===== src/rtl/rca_pipe_nbits.sv =====
// Pipelined ripple-carry adder/subtractor with a valid/ready stream interface.
// The BITS-wide add is cut into STAGES ripple segments of SEG bits. Each stage
// resolves one segment using the carry registered by the previous stage, while
// the not-yet-added upper operand bits ride along in shrinking skew registers.
// A single global enable advances the whole pipe. Bubbles are kept, not collapsed.
module rca_pipe_nbits #(
  parameter int BITS   = 32,
  parameter int STAGES = 4
) (
  input  logic            clk,
  input  logic            rst,
  input  logic            in_valid,
  output logic            in_ready,
  input  logic [BITS-1:0] a,
  input  logic [BITS-1:0] b,
  input  logic            ci,
  input  logic            sub,
  output logic            out_valid,
  input  logic            out_ready,
  output logic [BITS-1:0] s,
  output logic            co,
  output logic            ovf
);

  localparam int SEG = BITS / STAGES;

  if (STAGES < 1 || (BITS % STAGES) != 0) begin : g_param_check
    $error("rca_pipe_nbits: STAGES must be >= 1 and divide BITS");
  end

  // Subtraction is a + ~b + 1: invert b and force the carry-in up front.
  logic [BITS-1:0] b_eff;
  logic            c0;
  assign b_eff = sub ? ~b : b;
  assign c0    = sub ? 1'b1 : ci;

  // The pipe moves only when the output slot is empty or being drained.
  logic en;
  assign en       = !out_valid || out_ready;
  assign in_ready = en;

  for (genvar k = 0; k < STAGES; k++) begin : g_stage
    // Operand bits still unresolved when entering this stage (segment k and up).
    localparam int IW = BITS - k * SEG;

    logic [IW-1:0]         op_a_in;
    logic [IW-1:0]         op_b_in;
    logic                  c_in;
    logic                  v_in;
    logic [(k+1)*SEG-1:0]  sum_next;
    logic [SEG:0]          seg_sum;

    logic [(k+1)*SEG-1:0]  sum_q;
    logic                  carry_q;
    logic                  valid_q;

    // Ripple add of this stage's segment; carry leaves only through carry_q.
    assign seg_sum = {1'b0, op_a_in[SEG-1:0]} + {1'b0, op_b_in[SEG-1:0]}
                   + {{SEG{1'b0}}, c_in};

    if (k == 0) begin : g_first
      assign op_a_in  = a;
      assign op_b_in  = b_eff;
      assign c_in     = c0;
      assign v_in     = in_valid;
      assign sum_next = seg_sum[SEG-1:0];
    end else begin : g_next
      assign op_a_in  = g_stage[k-1].g_fwd.op_a_q;
      assign op_b_in  = g_stage[k-1].g_fwd.op_b_q;
      assign c_in     = g_stage[k-1].carry_q;
      assign v_in     = g_stage[k-1].valid_q;
      assign sum_next = {seg_sum[SEG-1:0], g_stage[k-1].sum_q};
    end

    // Stage register: resolved low sum bits, segment carry-out and valid bit.
    // NOTE: the reset is in the sensitivity list, so it acts without a clock edge;
    // every state update uses <= so all stages sample pre-edge values together.
    always_ff @(posedge clk or posedge rst) begin
      if (rst) begin
        sum_q   <= '0;
        carry_q <= 1'b0;
        valid_q <= 1'b0;
      end else if (en) begin
        sum_q   <= sum_next;
        carry_q <= seg_sum[SEG];
        valid_q <= v_in;
      end
    end

    if (k < STAGES - 1) begin : g_fwd
      logic [IW-SEG-1:0] op_a_q;
      logic [IW-SEG-1:0] op_b_q;

      // Skew registers: carry the upper operand bits forward to later stages.
      // NOTE: these datapath registers are reset too, so no stale operand
      // from before a reset can ever be observed.
      always_ff @(posedge clk or posedge rst) begin
        if (rst) begin
          op_a_q <= '0;
          op_b_q <= '0;
        end else if (en) begin
          op_a_q <= op_a_in[IW-1:SEG];
          op_b_q <= op_b_in[IW-1:SEG];
        end
      end
    end else begin : g_last
      logic ovf_q;
      logic c_msb;

      // Carry into the MSB, recovered from the MSB sum bit of this segment.
      assign c_msb = op_a_in[SEG-1] ^ op_b_in[SEG-1] ^ seg_sum[SEG-1];

      // Overflow flag registered alongside the final segment.
      always_ff @(posedge clk or posedge rst) begin
        if (rst) begin
          ovf_q <= 1'b0;
        end else if (en) begin
          ovf_q <= c_msb ^ seg_sum[SEG];
        end
      end
    end
  end

  assign out_valid = g_stage[STAGES-1].valid_q;
  assign s         = g_stage[STAGES-1].sum_q;
  assign co        = g_stage[STAGES-1].carry_q;
  assign ovf       = g_stage[STAGES-1].g_last.ovf_q;

endmodule


===== config.mk =====
export PLATFORM = sky130hd
export DESIGN_NAME = rca_pipe_nbits
export DESIGN_NICKNAME = d
export VERILOG_FILES = /design/src/rtl/rca_pipe_nbits.sv
export SDC_FILE = /design/constraint.sdc
export NUM_CORES = 1
export LEC_CHECK = 0
export ABC_CLOCK_PERIOD_IN_PS = 6550
export BUFFER_PORTS_ARGS = -buffer_cell sky130_fd_sc_hd__buf_2
export CORE_MARGIN = 5
export CORE_UTILIZATION = 52
export DETAILED_ROUTE_END_ITERATION = 8
export PLACE_DENSITY_LB_ADDON = 0.2
export REMOVE_ABC_BUFFERS = 1
export SLEW_MARGIN = 20
export SYNTH_ARGS = -nofsm -noshare
export SYNTH_HDL_FRONTEND = slang
export SYNTH_SLANG_ARGS = --single-unit

===== constraint.sdc =====
create_clock -name clk -period 6.55 [get_ports clk]
set_input_delay 1.31 -clock clk [delete_from_list [all_inputs] [get_ports clk]]
set_output_delay 1.31 -clock clk [all_outputs]
set_load 0.02 [all_outputs]

==> results.md, run 1 <==
* Gr usage total at 17.9%
* Arrival @ worst endpoint at 2.28 ns
* Post-CTS Hold Fix Bufs at 0
* Worst Path Max Fanout at 71
* H-tree levels at 4
* Post-synthesis sequential area ratio at roughly 55%
* Gp weighted congestion at roughly 0.75
* Primary FF master, synth: dfrtp_1
* Worst path required time at approximately 5.2 ns
* Most common cell after layout, fill and taps aside: nand2_1
* Antenna-violating nets left at 0
* DRC Markers at 0
* Syn Inst Count at 923
* Global route overflow at 0
* Clock latency on the worst-skew pair at 0.43 ns
* Pleak at 4.94 nW
* Fin. max-slew vios at 0
* Number of synthesized flops with an enable pin at 0
* Crit. End Element: output port
* Placed Cells at between 1000 and 1500
* First-pass GRT wire length at ~27000 µm
* CTS tree: built
* Clock Tree Buf Depth at 2
* Min Tclk post-route at between 3 and 4 ns
* CTS root buffer: clkbuf_16
* DRT iter0 DRCs at 373
* Met1 GRT Util at 24.2%
* First drt pass iteration count at 4
* Die width at between 100 and 150 µm
* Final WL at 15800 µm
* Die area at 18900 µm²
* PortBufs at about 110
* TritonCTS Sinks at 185
* Core area at 15900 µm²
* Final Setup Violations at 0
* Max-Slew Margin vs Limit at 29.8%
* Power density over cell area at a little under 500 nW/µm²
* Initial antenna violation count at 1
* Pint at about 0.0029 W
* Crit start category: input pin
* Combinational cell fraction of total power at about 39%
* Tightest Pin Transition at 1.05 ns
* Starting Density at between 50% and 60%
* Maximum vdd drop at 0.000355 V
* Worst r2r src: g_stage[0].carry_q
* CTS buffer count at 17
* Commonest non-fill, non-tap cells in the layout: nand2_1, dfrtp_1, buf_2
* Tcrit/Tclk final at 54.9%
* WL/cell at about 13 µm
* Vias at approximately 6000
* Mapped Area at 8440 µm²
* Fin cells at 1229
* Critical path class: input pin to output port
* Max Fclk at 278 MHz
* Synth unique cells at 46
* Ports at 106
* Psw at 0.00173 W
* Final setup TNS at 0 ns
* # rows at 46
* DR vias/cell at 4.88
* Final Skew at 0.00638 ns
* Setup Fix Bufs, Post-CTS at 0
* Layout area overhead at 13.5%
* Switching Share at 37.4%
* # resized after CTS at 0
* Largest net degree at the start of global routing at 220
* Flops & latches, synth at 185
* Clk pwr share at 19.9%
* Status: finished, final reports clean
* Max Cap Viol at 0
* Hold path start: s[19]
* Final #Nets at 1108
* Syn avg cell area at 9.14 µm²
* Vias in the first global route at between 5000 and 6000
* Min-Delay Path Class: flip-flop to flip-flop
* Critical Path Start: out_ready
* Die height at 137 µm
* Ratio of cells with drive above 1 in the final layout at around 14%
* Fraction of registers with async set/reset at 100%
* # diodes at 0
* Yosys warning total at 0
* Met3 Use GR at 4.38%
* Clock Pin Slew Worst Setup and Hold Paths at 0.06 ns
* HPWL after DPL at 9960 µm
* Final-report hold violation count at 0
* Unrepaired setup endpoints after global routing: no
* Flop pwr share at 41.6%
* GR met2 Demand/Resource at 28.1%
* GR peak layer: met2
path summary, 6_finish.rpt:
| kind | end | slack (ns) | depth (start not counted) |
|---|---|---|---|
| setup / recovery | in_ready | 2.96 | 4 |
| hold / removal | s[19] | 0.46 | 2 |
| setup reg to reg | g_stage[1].carry_q | 4.20 | 7 |
| hold reg to reg | s[19] | 0.46 | 2 |
| max in group asynchronous | co | 4.20 | 3 |
| min in group asynchronous | g_stage[2].sum_q[12] | 1.01 | 2 |
power by group through the flow:
stage               Combinational [W]  Clock (W)  Sequential [W]
finish                        0.00178   0.000924         0.00193
global route                  0.00204   0.000992         0.00200
CTS                           0.00182   0.000947         0.00193
detailed placement            0.00181          0         0.00195
global placement              0.00176          0         0.00193
floorplan                     0.00126          0         0.00202
logic make-up (layout without fill, tap and decap cells):
group	Yosys count	count (layout)	share of synthesized area, %
AOI/OAI and AO/OA	108	108	7.68
xor gates and xnor gates	51	51	5.29
adders and majority gates	36	36	6.05
buffers and inverters	58	148	3.14
DFF	185	185	54.9
muxes	1	1	0.119
and+or+nand+nor	484	484	22.9
layout make-up:
class                      count  area [µm²]
clock buffer                  28         507
clock inverter                 2        12.5
fill                        1478        6310
inverter                       9        43.8
multi-input combinational    680        3540
sequential                   185        4630
tap                          216         270
timing repair buffer         109         568
worst max-delay path, stage by stage:
cell	delay, ns
buf_2	0.10
nor2b_4	0.05
inv_4	0.49
buf_2	0.31
Yosys cell counts (2+ instances only):
| cell | count | area [µm²] |
|---|---|---|
| a21o_2 | 2 | 17.5 |
| or3_1 | 2 | 12.5 |
| clkbuf_1 | 15 | 56.3 |
| a41o_1 | 2 | 20.0 |
| nand4_1 | 2 | 12.5 |
| o211ai_1 | 7 | 52.6 |
| a21oi_2 | 2 | 17.5 |
| o21ai_1 | 3 | 15.0 |
| a211oi_1 | 4 | 30.0 |
| nor2_1 | 17 | 63.8 |
| nand2b_1 | 4 | 25.0 |
| a21o_1 | 10 | 75.1 |
| nand3_1 | 3 | 15.0 |
| nand2_1 | 436 | 1640 |
| dfrtp_1 | 185 | 4630 |
| buf_2 | 32 | 160 |
| o31a_1 | 2 | 17.5 |
| nor3b_1 | 3 | 22.5 |
| xnor2_1 | 37 | 324 |
| nor3_1 | 2 | 10.0 |
| buf_4 | 2 | 15.0 |
| or4b_1 | 3 | 30.0 |
| inv_1 | 8 | 30.0 |
| xor2_1 | 14 | 123 |
| o21a_1 | 2 | 15.0 |
| nor4b_1 | 2 | 17.5 |
| a21oi_1 | 27 | 135 |
| nand4b_1 | 3 | 26.3 |
| o21ai_0 | 41 | 205 |
| fa_1 | 8 | 160 |
| ha_1 | 28 | 350 |
sequential cells by signal, indices dropped and copies added (netlist names):
signal	cells
co	1
g_stage.g_fwd.op_a_q	48
out_valid	1
g_stage.carry_q	3
g_stage.g_fwd.op_b_q	48
ovf	1
s	32
g_stage.valid_q	3
g_stage.sum_q	48
per-stage QoR:
| step | hold slack, ns | util [%] | area [µm²] | setup slack (ns) | total power (W) |
|---|---|---|---|---|---|
| global placement | 0.443 | 57.0 | 9060 | 2.72 | 0.00370 |
| finish | 0.459 | 60.3 | 9580 | 2.96 | 0.00463 |
| CTS | 0.465 | 60.3 | 9580 | 2.94 | 0.00470 |
| detailed placement | 0.451 | 57.0 | 9060 | 2.67 | 0.00376 |
| floorplan | 0.430 | - | 8210 | -0.0907 | 0.00328 |
| global route | 0.482 | 60.3 | 9580 | 2.88 | 0.00503 |
routing by layer:
metal / routed length (µm) / share of wire (%) / up-vias
met5: 13 / 0.082 / -
met1: 7460 / 47 / 2784
li1: - / - / 3098
met2: 7330 / 47 / 92
met4: 280 / 1.8 / 2
met3: 680 / 4.3 / 23
Note: power is estimated with default switching activity, not from simulation.
==> run 2: changes to the inputs <==
- ABC_AREA: unset -> 1
- ABC_CLOCK_PERIOD_IN_PS: 6550 -> 3700
- CORE_UTILIZATION: 52 -> 55
- clock period: 6.55 -> 3.7 ns (I/O delays scaled with it)
==> results.md, run 2 <==
* Ratio of cells with drive above 1 in the final layout at between 10% and 20%
* Pleak at 5.13 nW
* Final non-filler cell area at 9720 µm²
* Max Fclk at roughly 440 MHz
* Top post-synthesis cells by area: dfrtp_1, nand2_1, ha_1
* Register-to-register setup slack at 1.70 ns
* Crit start category: input pin
* PortBufs at between 100 and 150
* Final-report hold violation count at 0
* Largest area contributor in the netlist: dfrtp_1
* CTS buffer count at 17
* DRC Markers at 0
* Status: finished, final reports clean
* Tcrit/Tclk final at 61.9%
* Biggest regs: g_stage.g_fwd.op_a_q x48, g_stage.g_fwd.op_b_q x48, g_stage.sum_q x48
* DRT iter0 DRCs at between 300 and 400
* Vias in the first global route at between 5000 and 6000
* Min Tclk post-route at between 2 and 2.5 ns
* Fraction of registers with async set/reset at 100%
* Post-CTS Hold Fix Bufs at 0
* Syn Inst Count at 984
* Primary FF master, synth: dfrtp_1
* Flops & latches, synth at around 190
* Gp weighted congestion at about 0.82
* Post-synth top cells: nand2_1, dfrtp_1, inv_1
* CTS tree: built
* Arrival @ worst endpoint at 2.57 ns
* Final Skew at 0.00681 ns
* Initial antenna violation count at 0
* RR Endpoint: ovf
* Core area at 15200 µm²
* Power density over cell area at 856 nW/µm²
* Die width at around 130 µm
* First-pass GRT wire length at around 27000 µm
* H-tree levels at 4
* Fin. max-slew vios at 0
* Crit. End Element: flip-flop
* Fin cells at 1273
* Number of synthesized flops with an enable pin at 0
* Min-Delay Path Class: input pin to asynchronous set/reset pin
* Global route overflow at 0
* Ports at about 110
* Largest delay share family, worst path: buffers and inverters
* Worst path required time at about 4.0 ns
* First drt pass iteration count at 4
* # resized after CTS at 0
* CTS root buffer: clkbuf_16
* Tightest Pin Transition at approximately 0.93 ns
* Top cell type's share of synthesized area at between 50% and 60%
* Reg2reg path depth at 8
* Worst r2r src: g_stage[2].carry_q
* Starting Density at 56.0%
* Final WL at 15700 µm
* Antenna-violating nets left at 0
* DR vias/cell at 4.88
* Total power at ~0.0083 W
* Top-count cell post-synth: nand2_1
* Clock Tree Buf Depth at 2
* Most common cell after layout, fill and taps aside: nand2_1
* Final Setup Violations at 0
* Syn avg cell area at 8.65 µm²
* Setup Fix Bufs, Post-CTS at 0
* Die area at 18100 µm²
* Max-Slew Margin vs Limit at a little under two fifths
* Die height at between 100 and 150 µm
* Commonest non-fill, non-tap cells in the layout: nand2_1, dfrtp_1, buf_2
* Worst path cell trace: buf_2, buf_4, xor2_1, ha_1, a21oi_1, o21ai_0, a21oi_1, o21ai_1
* Mapped Area at about 8500 µm²
* Critical path class: input pin to flip-flop
* Slowest stage cell, crit path: buf_4
* Unrepaired setup endpoints after global routing: no
* HPWL after DPL at 10000 µm
* Final #Nets at 1177
* Placed Cells at 1240
* Vias at 6213
* Yosys warning total at 0
* Clock Pin Slew Worst Setup and Hold Paths at 0.06 ns
* # rows at 45
* Synth unique cells at 25
* Maximum vdd drop at ~0.0009 V
* Gr usage total at 18.6%
* Largest net degree at the start of global routing at 226
* Clock latency on the worst-skew pair at 0.43 ns
* CP bufs+invs at 2
* Max Cap Viol at 0
* Post-synthesis sequential area ratio at 54.4%
* Max incr delay on CP at 0.40 ns
* WL/cell at between 10 and 15 µm
* TritonCTS Sinks at 185
* DP Area at 9140 µm²
* Core Util, Final at around 64%
* Worst Path Max Fanout at 19
* Layout area overhead at 14.3%
* CP most frequent cell: a21oi_1
==> run 2: changes by cell type in the layout (fill, tap and decap cells not counted), moves of 5 or more <==
| cell | before | now |
|---|---|---|
| inv_1 | 7 | 69 |
| o21ai_1 | 3 | 59 |
| nand3_1 | 3 | 27 |
| nand2_1 | 436 | 424 |
| a21oi_1 | 27 | 18 |
| a21o_1 | 10 | 2 |
| o211ai_1 | 7 | 0 |
| clkbuf_1 | 7 | 1 |
| nand3b_1 | 0 | 6 |
| xnor2_1 | 37 | 31 |
| xor2_1 | 14 | 9 |
==> run 2: power by group <==
part | internal (W) | total, W | switching [W] | leakage (nW)
clock network | 0.00103 | 0.00177 | 0.000740 | 0.278
registers | 0.00293 | 0.00339 | 0.000468 | 2.24
logic | 0.00119 | 0.00316 | 0.00197 | 2.61
total | 0.00515 | 0.00832 | 0.00318 | 5.13
==> run 2: how the worst max path moves through the flow <==
stage	start	depth (start not counted)	to
floorplan	rst	1	co
global placement	sub	8	g_stage[0].carry_q
detailed placement	sub	8	g_stage[0].carry_q
CTS	sub	8	g_stage[0].carry_q
global route	sub	8	g_stage[0].carry_q
finish	sub	8	g_stage[0].carry_q
==> run 2: metal layers <==
layer | wire (µm) | part of all wire (%) | GRT usage, % | vias up
met5 | 0 | 0 | 0 | -
met4 | 259 | 1.7 | 6.62 | 0
met3 | 678 | 4.3 | 4.20 | 21
met2 | 7060 | 45 | 28.7 | 112
met1 | 7690 | 49 | 26.1 | 2824
li1 | - | - | - | 3256
==> run 2: stage by stage <==
step / setup TNS [ns] / hold WS [ns] / setup WS [ns]
2_1_floorplan: -561.21 / 0.440 / -2.07
3_3_place_gp: 0 / 0.446 / 1.04
3_5_place_dp: 0 / 0.450 / 0.957
4_1_cts: 0 / 0.464 / 1.41
5_1_grt: 0 / 0.483 / 1.29
6_report: 0 / 0.454 / 1.41
==> run 2: kinds of logic (layout without fill, tap and decap cells) <==
family	after synthesis	after routing	share of synthesized area [%]
adders and majority gates	36	36	6.00
buffers and inverters	114	214	5.57
xor gates and xnor gates	40	40	4.12
other	0	1	0
DFF	185	185	54.4
AOI/OAI and AO/OA	123	123	7.37
and+or+nand+nor	486	486	22.5
==> run 2: layout make-up <==
type,instances,area [µm²]
Inverter,71,277
Timing Repair Buffer,111,596
Clock buffer,20,457
Sequential cell,185,4630
Antenna cell,1,2.50
Tap cell,188,235
Fill cell,1343,5480
Multi-Input combinational cell,685,3400
Clock inverter,12,124
